$ cat config.mk
export PLATFORM = sky130hd
export DESIGN_NAME = calc_op_sequencer_flat
export DESIGN_NICKNAME = d
export VERILOG_FILES = /design/src/rtl/calc_op_sequencer_if.sv /design/src/rtl/calc_op_sequencer.sv /design/src/flat_wrapper.sv
export SDC_FILE = /design/constraint.sdc
export NUM_CORES = 1
export LEC_CHECK = 0
export BUFFER_PORTS_ARGS = -buffer_cell sky130_fd_sc_hd__buf_2
export CAP_MARGIN = 20
export CELL_PAD_IN_SITES_DETAIL_PLACEMENT = 1
export CELL_PAD_IN_SITES_GLOBAL_PLACEMENT = 1
export CORE_MARGIN = 2
export CORE_UTILIZATION = 47
export DETAILED_ROUTE_END_ITERATION = 10
export MAX_ROUTING_LAYER = met4
export PLACE_DENSITY_LB_ADDON = 0.1
export SYNTH_ARGS = -nofsm -noshare
export SYNTH_HDL_FRONTEND = slang
export SYNTH_SLANG_ARGS = --single-unit
$ cat constraint.sdc
create_clock -name i_clk -period 5.15 [get_ports i_clk]
set_clock_uncertainty 0.1 [all_clocks]
set_input_delay 0.2575 -clock i_clk [delete_from_list [all_inputs] [get_ports i_clk]]
set_output_delay 0.2575 -clock i_clk [all_outputs]
set_load 0.01 [all_outputs]
$ cat src/rtl/calc_op_sequencer_if.sv
// Bus bundle for calc_op_sequencer: operation channel, result channel and
// divider-control link. The sequencer connects through the slave modport;
// the master modport is the environment side (issuer, consumer, divider).
interface calc_op_sequencer_if;
    logic        op_valid;
    logic        op_ready;
    logic [1:0]  op_code;
    logic [7:0]  op_a;
    logic [7:0]  op_b;
    logic        res_valid;
    logic        res_ready;
    logic [15:0] result;
    logic        flag;
    logic        div_start;
    logic        div_done;
    logic [7:0]  div_dividend;
    logic [7:0]  div_divisor;
    logic [7:0]  div_quot;
    logic [7:0]  div_rem;

    modport slave (
        input  op_valid, op_code, op_a, op_b, res_ready, div_done, div_quot, div_rem,
        output op_ready, res_valid, result, flag, div_start, div_dividend, div_divisor
    );

    modport master (
        output op_valid, op_code, op_a, op_b, res_ready, div_done, div_quot, div_rem,
        input  op_ready, res_valid, result, flag, div_start, div_dividend, div_divisor
    );
endinterface

$ cat src/rtl/calc_op_sequencer.sv
// calc_op_sequencer: front-end sequencer of the 8-bit four-function calculator.
// Add/sub in one cycle, 8-step shift-add multiply, divides dispatched to the
// external divider control (start pulse, then DONE 1->0->1 tracking).
// Optional macro CALC_DIV_TIMEOUT_EN: abort a divide after DIV_TIMEOUT clocks
// in DIV_ARM/DIV_WAIT with Result=16'hFFFF, Flag=1.
module calc_op_sequencer #(
    parameter int DIV_TIMEOUT = 64
) (
    input  logic                  i_clk,
    input  logic                  i_rst,
    calc_op_sequencer_if.slave    if_bus
);

    typedef enum logic [2:0] {
        ST_IDLE,
        ST_ALU,
        ST_MUL,
        ST_DIV_SYNC,
        ST_DIV_GO,
        ST_DIV_ARM,
        ST_DIV_WAIT,
        ST_RESP
    } state_t;

    state_t      r_state;
    state_t      w_next;

    logic        r_op_ready;
    logic [1:0]  r_op;
    logic [7:0]  r_a;
    logic [7:0]  r_b;
    logic [15:0] r_result;
    logic        r_flag;
    logic [7:0]  r_div_dividend;
    logic [7:0]  r_div_divisor;

    logic        r_mul_load;
    logic [2:0]  r_mul_cnt;
    logic [15:0] r_acc;
    logic [15:0] r_mcand;
    logic [7:0]  r_mplier;

    logic        w_accept;
    logic        w_timeout;
    logic [8:0]  w_sum;
    logic [8:0]  w_diff;
    logic [15:0] w_acc_next;

    assign w_accept   = if_bus.op_valid && r_op_ready;
    assign w_sum      = {1'b0, r_a} + {1'b0, r_b};
    assign w_diff     = {1'b0, r_a} - {1'b0, r_b};
    assign w_acc_next = r_acc + (r_mplier[0] ? r_mcand : '0);

`ifdef CALC_DIV_TIMEOUT_EN
    logic [7:0] r_to_cnt;

    // Divide watchdog: cleared when the start pulse goes out, counts while waiting on the divider
    always_ff @(posedge i_clk) begin
        if (i_rst) begin
            r_to_cnt <= '0;
        end else if (r_state == ST_DIV_GO) begin
            r_to_cnt <= '0;
        end else if (r_state == ST_DIV_ARM || r_state == ST_DIV_WAIT) begin
            r_to_cnt <= r_to_cnt + 8'd1;
        end
    end

    assign w_timeout = (r_state == ST_DIV_ARM || r_state == ST_DIV_WAIT) &&
                       (r_to_cnt == 8'(DIV_TIMEOUT - 1));
`else
    logic w_unused_div_timeout;
    assign w_unused_div_timeout = (DIV_TIMEOUT != 0);
    assign w_timeout = 1'b0;
`endif

    // State register
    always_ff @(posedge i_clk) begin
        if (i_rst) begin
            r_state <= ST_IDLE;
        end else begin
            r_state <= w_next;
        end
    end

    // Next-state decode
    always_comb begin
        w_next = r_state;
        case (r_state)
            ST_IDLE: begin
                if (w_accept) begin
                    case (if_bus.op_code)
                        2'b00, 2'b01: w_next = ST_ALU;
                        2'b10:        w_next = ST_MUL;
                        default: begin
                            // divide-by-zero result is formed in ALU so it appears one edge after accept
                            if (if_bus.op_b == 8'h00) begin
                                w_next = ST_ALU;
                            end else if (if_bus.div_done) begin
                                w_next = ST_DIV_GO;
                            end else begin
                                w_next = ST_DIV_SYNC;
                            end
                        end
                    endcase
                end
            end
            ST_ALU:      w_next = ST_RESP;
            ST_MUL: begin
                if (!r_mul_load && r_mul_cnt == 3'd7) begin
                    w_next = ST_RESP;
                end
            end
            ST_DIV_SYNC: begin
                if (if_bus.div_done) begin
                    w_next = ST_DIV_GO;
                end
            end
            ST_DIV_GO:   w_next = ST_DIV_ARM;
            ST_DIV_ARM: begin
                if (w_timeout) begin
                    w_next = ST_RESP;
                end else if (!if_bus.div_done) begin
                    w_next = ST_DIV_WAIT;
                end
            end
            ST_DIV_WAIT: begin
                if (if_bus.div_done || w_timeout) begin
                    w_next = ST_RESP;
                end
            end
            ST_RESP: begin
                if (if_bus.res_ready) begin
                    w_next = ST_IDLE;
                end
            end
            default:     w_next = ST_IDLE;
        endcase
    end

    // OpReady registered so it stays low through the reset cycle and rises one edge later
    always_ff @(posedge i_clk) begin
        if (i_rst) begin
            r_op_ready <= 1'b0;
        end else begin
            r_op_ready <= (w_next == ST_IDLE);
        end
    end

    // Operand capture, ALU, shift-add multiplier and divide result capture
    always_ff @(posedge i_clk) begin
        if (i_rst) begin
            r_op           <= '0;
            r_a            <= '0;
            r_b            <= '0;
            r_result       <= '0;
            r_flag         <= 1'b0;
            r_div_dividend <= '0;
            r_div_divisor  <= '0;
            r_mul_load     <= 1'b0;
            r_mul_cnt      <= '0;
            r_acc          <= '0;
            r_mcand        <= '0;
            r_mplier       <= '0;
        end else begin
            if (w_accept) begin
                r_op       <= if_bus.op_code;
                r_a        <= if_bus.op_a;
                r_b        <= if_bus.op_b;
                r_mul_load <= 1'b1;
                r_mul_cnt  <= '0;
                if (if_bus.op_code == 2'b11 && if_bus.op_b != 8'h00) begin
                    r_div_dividend <= if_bus.op_a;
                    r_div_divisor  <= if_bus.op_b;
                end
            end
            case (r_state)
                ST_ALU: begin
                    case (r_op)
                        2'b00: begin
                            r_result <= {7'b0, w_sum};
                            r_flag   <= w_sum[8];
                        end
                        2'b01: begin
                            r_result <= {8'h00, w_diff[7:0]};
                            r_flag   <= w_diff[8];
                        end
                        default: begin
                            r_result <= 16'hFFFF;
                            r_flag   <= 1'b1;
                        end
                    endcase
                end
                ST_MUL: begin
                    // first MUL cycle loads the shifter, then iterations 0..7
                    if (r_mul_load) begin
                        r_acc      <= '0;
                        r_mcand    <= {8'h00, r_a};
                        r_mplier   <= r_b;
                        r_mul_load <= 1'b0;
                    end else begin
                        r_acc     <= w_acc_next;
                        r_mcand   <= {r_mcand[14:0], 1'b0};
                        r_mplier  <= {1'b0, r_mplier[7:1]};
                        r_mul_cnt <= r_mul_cnt + 3'd1;
                        if (r_mul_cnt == 3'd7) begin
                            r_result <= w_acc_next;
                            r_flag   <= |w_acc_next[15:8];
                        end
                    end
                end
                ST_DIV_ARM: begin
                    if (w_timeout) begin
                        r_result <= 16'hFFFF;
                        r_flag   <= 1'b1;
                    end
                end
                ST_DIV_WAIT: begin
                    if (if_bus.div_done) begin
                        r_result <= {if_bus.div_rem, if_bus.div_quot};
                        r_flag   <= 1'b0;
                    end else if (w_timeout) begin
                        r_result <= 16'hFFFF;
                        r_flag   <= 1'b1;
                    end
                end
                default: ;
            endcase
        end
    end

    assign if_bus.op_ready     = r_op_ready;
    assign if_bus.res_valid    = (r_state == ST_RESP);
    assign if_bus.result       = r_result;
    assign if_bus.flag         = r_flag;
    assign if_bus.div_start    = (r_state == ST_DIV_GO);
    assign if_bus.div_dividend = r_div_dividend;
    assign if_bus.div_divisor  = r_div_divisor;

endmodule
$ cat src/flat_wrapper.sv
// flat-port wrapper written by rule: the top's interface ports become plain ports
module calc_op_sequencer_flat 
#(
    parameter int DIV_TIMEOUT = 64
)
  (i_clk, i_rst, if_bus_op_valid, if_bus_op_code, if_bus_op_a, if_bus_op_b, if_bus_res_ready, if_bus_div_done, if_bus_div_quot, if_bus_div_rem, if_bus_op_ready, if_bus_res_valid, if_bus_result, if_bus_flag, if_bus_div_start, if_bus_div_dividend, if_bus_div_divisor);
  calc_op_sequencer_if if_bus_i ();
  input  logic i_clk;
  input  logic i_rst;
  input wire logic [$bits(if_bus_i.op_valid)-1:0] if_bus_op_valid;
  input wire logic [$bits(if_bus_i.op_code)-1:0] if_bus_op_code;
  input wire logic [$bits(if_bus_i.op_a)-1:0] if_bus_op_a;
  input wire logic [$bits(if_bus_i.op_b)-1:0] if_bus_op_b;
  input wire logic [$bits(if_bus_i.res_ready)-1:0] if_bus_res_ready;
  input wire logic [$bits(if_bus_i.div_done)-1:0] if_bus_div_done;
  input wire logic [$bits(if_bus_i.div_quot)-1:0] if_bus_div_quot;
  input wire logic [$bits(if_bus_i.div_rem)-1:0] if_bus_div_rem;
  output wire logic [$bits(if_bus_i.op_ready)-1:0] if_bus_op_ready;
  output wire logic [$bits(if_bus_i.res_valid)-1:0] if_bus_res_valid;
  output wire logic [$bits(if_bus_i.result)-1:0] if_bus_result;
  output wire logic [$bits(if_bus_i.flag)-1:0] if_bus_flag;
  output wire logic [$bits(if_bus_i.div_start)-1:0] if_bus_div_start;
  output wire logic [$bits(if_bus_i.div_dividend)-1:0] if_bus_div_dividend;
  output wire logic [$bits(if_bus_i.div_divisor)-1:0] if_bus_div_divisor;
  assign if_bus_i.op_valid = if_bus_op_valid;
  assign if_bus_i.op_code = if_bus_op_code;
  assign if_bus_i.op_a = if_bus_op_a;
  assign if_bus_i.op_b = if_bus_op_b;
  assign if_bus_i.res_ready = if_bus_res_ready;
  assign if_bus_i.div_done = if_bus_div_done;
  assign if_bus_i.div_quot = if_bus_div_quot;
  assign if_bus_i.div_rem = if_bus_div_rem;
  assign if_bus_op_ready = if_bus_i.op_ready;
  assign if_bus_res_valid = if_bus_i.res_valid;
  assign if_bus_result = if_bus_i.result;
  assign if_bus_flag = if_bus_i.flag;
  assign if_bus_div_start = if_bus_i.div_start;
  assign if_bus_div_dividend = if_bus_i.div_dividend;
  assign if_bus_div_divisor = if_bus_i.div_divisor;
  calc_op_sequencer #(.DIV_TIMEOUT(DIV_TIMEOUT)) u_core (.i_clk(i_clk), .i_rst(i_rst), .if_bus(if_bus_i));
endmodule
==> results.yml <==
drt:
  wirelength_met1_um: 7590
  dr.pass1.iters: 7
  wl_met2_um: 7920
  postRouteAntennaNets: 0
  vias: 5245
  highest_layer: "met4"
  wl_met3_um: 506
  drcViolationCount: 3
  drt_iter0_drc: 373
  avgViaCountPerCell: 5.87
  wl_per_cell_um: 18.3
  wirelength_um: 16300
synthesis:
  synth_cells: 694
  synth-warning-count: 0
  async_reset_ff_share_pct: 0
  synth_edf_count: 0
  ys_seq_elements: 99
  synth_ff_type: "dfxtp_1"
  synth.cell_area_um2: 5600
  syn_avg_cell_area_um2: 8.07
  synthesis.nets: 769
  synth_cell_types: 59
  synth_seq_area_share_pct: 35.4
critical_path:
  reg2reg_slack_ns: 1.64
  cpMostUsedCell: "o31a_1"
  worst-r2r-cell-count: 12
  worstSetupStartpointType: "flop"
  worstPathMaxFanout: 17
  r2r-end: "u_core.if_bus.flag"
  cp.required_ns: 5.28
  rr_startpoint: "u_core.r_mplier[0]"
  max_stage_delay_ns: 0.61
  arrival_ns: 3.64
  critPathTopFamily: "simple AND/OR/NAND/NOR gates"
  critPathBufInv: 1
  critPathSlowestCell: "dfxtp_1"
  worstSetupEndpointType: "flop"
  path_class: "reg2reg"
  worstPathCellList: "and2_1 -> ha_1 -> inv_1 -> fa_1 -> nor2b_4 -> o31a_1 -> o31a_1 -> o41a_1 -> nor2_1 -> or4_1 -> nor4_2 -> o211ai_1"
power_and_ir_drop:
  intPower_mw: 1.51
  clkPwrFrac_pct: 27.0
  p_sw_share_pct: 39.1
  power_frac_seq_pct: 40.4
  ir_drop_v: 0.000367
  pwr_density_cell_nw_per_um2: 388
  leakagePower_nw: 2.56
  combPwrFrac_pct: 32.6
  power_switching_uw: 966
timing:
  min_period_ns: 3.51
  setup_viol: 0
  relSlewSlack_pct: 32.9
  rsz0062_at_grt: "no"
  worstMarginPinSlew_ns: 1.01
  fin_crit_sh_pct: 68.2
  finalSetupTns_ns: 0
  max_freq_ghz: 0.285
  hold_ws_ns: 0.0624
  drv_slew: 0
  hold_viol: 0
clock_tree:
  cts_setup_buffers: 0
  clockBufferDepth: 2
  cts-root-buf: "clkbuf_16"
  cts_max_level: 3
  cts.sinks: 99
  cts_tree: "done"
  insertion_delay_ns: 0.35
  numCtsBuffers: 9
  ctsHoldBuffers: 0
  ctsResizeCount: 0
  clk_pin_slew_ns: 0.07
hold_path:
  hold_class: "in2reg"
  worstHoldStart: "if_bus_op_a[5]"
  whs_endpoint: "u_core.r_a[5]"
  min_path_cells: 3
place:
  hpwl_um: 12100
  portBuffers: 74
  dp_cells: 875
  finalWeightedCongestion: 0.836
final_layout:
  syn_to_final_growth_pct: 13.8
  fin_nets: 820
  fin_cells: 893
  num_antenna_cells: 0
  nFillCells: 1404
  drive_above_1_share_pct: 14.4
global_routing:
  grt_pass1_vias: 5449
  antenna_found_initial: 0
  track_usage_pct: 27.1
  grt_pass1_wl_um: 27400
  globalRouteOverflowTotal: 0
  grt_max_degree: 53
run:
  cap_viol_max_count: 0
floorplanning:
  rows: 39
  core_area_um2: 11500
  fp.dieW_um: 113
  dieArea_um2: 12800
  start_util_pct: 48.6
  die_y_um: 113
  io-pin-count: 75
run_status:
  violations: "DRC"
  status: "finished, violations left"
how the worst max path moves through the flow:
stage	start	to	slack, ns	cells past startpoint
global placement	u_core.r_mplier[0]	u_core.if_bus.flag	1.83	12
floorplan	u_core.r_mplier[0]	u_core.if_bus.flag	2.09	13
detailed placement	u_core.r_mplier[0]	u_core.if_bus.flag	1.70	12
global route	u_core.r_mplier[0]	u_core.if_bus.flag	1.45	12
finish	u_core.r_mplier[0]	u_core.if_bus.flag	1.64	12
CTS	u_core.r_mplier[0]	u_core.if_bus.flag	1.67	12
logic make-up after synthesis:
group	after synthesis	synth area share [%]
compound gates	182	20.9
xor+xnor	14	2.19
fa+ha+maj	36	8.45
buf+inv	68	4.63
flops	99	35.4
mux	41	7.37
simple gates	254	21.1
power groups by stage:
stage | sequential (mW) | combinational, mW | clock [mW]
5_1_grt | 1.01 | 0.893 | 0.715
2_1_floorplan | 0.956 | 0.573 | 0
4_1_cts | 0.996 | 0.776 | 0.679
3_5_place_dp | 1.01 | 0.772 | 0
6_report | 0.999 | 0.806 | 0.667
3_3_place_gp | 1.01 | 0.739 | 0
per-stage QoR:
step	total power, mW	area [um2]	worst slack, ns	util, %
2_1_floorplan	1.53	5600	2.09	-
3_5_place_dp	1.78	6030	1.70	52.4
4_1_cts	2.45	6330	1.67	55.0
6_report	2.47	6370	1.64	55.3
3_3_place_gp	1.74	6030	1.83	52.4
5_1_grt	2.62	6370	1.45	55.3
per-layer routing:
| layer | track usage, % | up-vias |
|---|---|---|
| met5 | - | - |
| met4 | 8.86 | 0 |
| met1 | 35.7 | 2597 |
| li1 | - | 2540 |
| met2 | 44.0 | 90 |
| met3 | 2.52 | 18 |
flip-flops by register name, indices dropped and copies added, names as in the netlist:
signal / flops
u_core.r_acc: 16
u_core.if_bus.op_ready: 1
u_core.r_mul_cnt: 3
u_core.if_bus.div_divisor: 8
u_core.r_mplier: 8
u_core.if_bus.div_dividend: 8
u_core.r_state: 3
u_core.r_op: 2
u_core.r_a: 8
u_core.if_bus.flag: 1
u_core.r_mul_load: 1
u_core.r_b: 8
u_core.if_bus.result: 16
u_core.r_mcand: 16
Yosys cell counts (12+ instances only):
master / instances / area share, %
dfxtp_1: 99 / 35
a21oi_1: 76 / 6.8
and2_1: 16 / 1.8
nand3b_1: 12 / 1.6
clkbuf_1: 37 / 2.5
mux2i_1: 39 / 7.0
nand2_1: 90 / 6.0
nor2_1: 83 / 5.6
ha_1: 33 / 7.4
o21ai_0: 17 / 1.5
a211oi_1: 19 / 2.5
inv_1: 26 / 1.7
cell usage in the layout, fill, tap and decap left out, drive strengths merged, types with 4 or more instances in the layout:
master | Yosys | layout
dfxtp | 99 | 99
nor4 | 4 | 4
nand2 | 90 | 90
a21oi | 77 | 77
a211oi | 20 | 20
clkbuf | 37 | 9
nor3 | 11 | 11
buf | 4 | 81
o31ai | 4 | 4
and2 | 16 | 16
a21o | 8 | 8
nor2 | 83 | 83
nand3b | 12 | 12
o21ai | 18 | 18
xnor2 | 9 | 9
inv | 27 | 31
nand3 | 9 | 9
a221oi | 7 | 7
nand2b | 7 | 7
o211ai | 7 | 7
or4 | 4 | 4
ha | 33 | 33
o21bai | 5 | 5
xor2 | 5 | 5
mux2i | 39 | 39
nor2b | 8 | 8
a22oi | 11 | 11
worst register-to-register path, delay by kind of cell (launching register included):
kind	cells	cell delay, ns
adder cells (fa/ha/maj)	2	0.63
flip-flops	1	0.61
AO/OA/AOI/OAI	4	0.83
buffers and inverters	1	0.07
AND/OR/NAND/NOR	5	1.16
layout make-up:
| class | count | area [um2] | area share, % |
|---|---|---|---|
| Clock buffer | 9 | 225 | 3.53 |
| Clock inverter | 7 | 71.3 | 1.12 |
| Inverter | 27 | 101 | 1.59 |
| Multi-Input combinational cell | 527 | 3360 | 52.8 |
| Sequential cell | 99 | 1980 | 31.1 |
| Tap cell | 143 | 179 | 2.81 |
| Timing Repair Buffer | 81 | 450 | 7.07 |
Power figures use the tool's default switching activity.
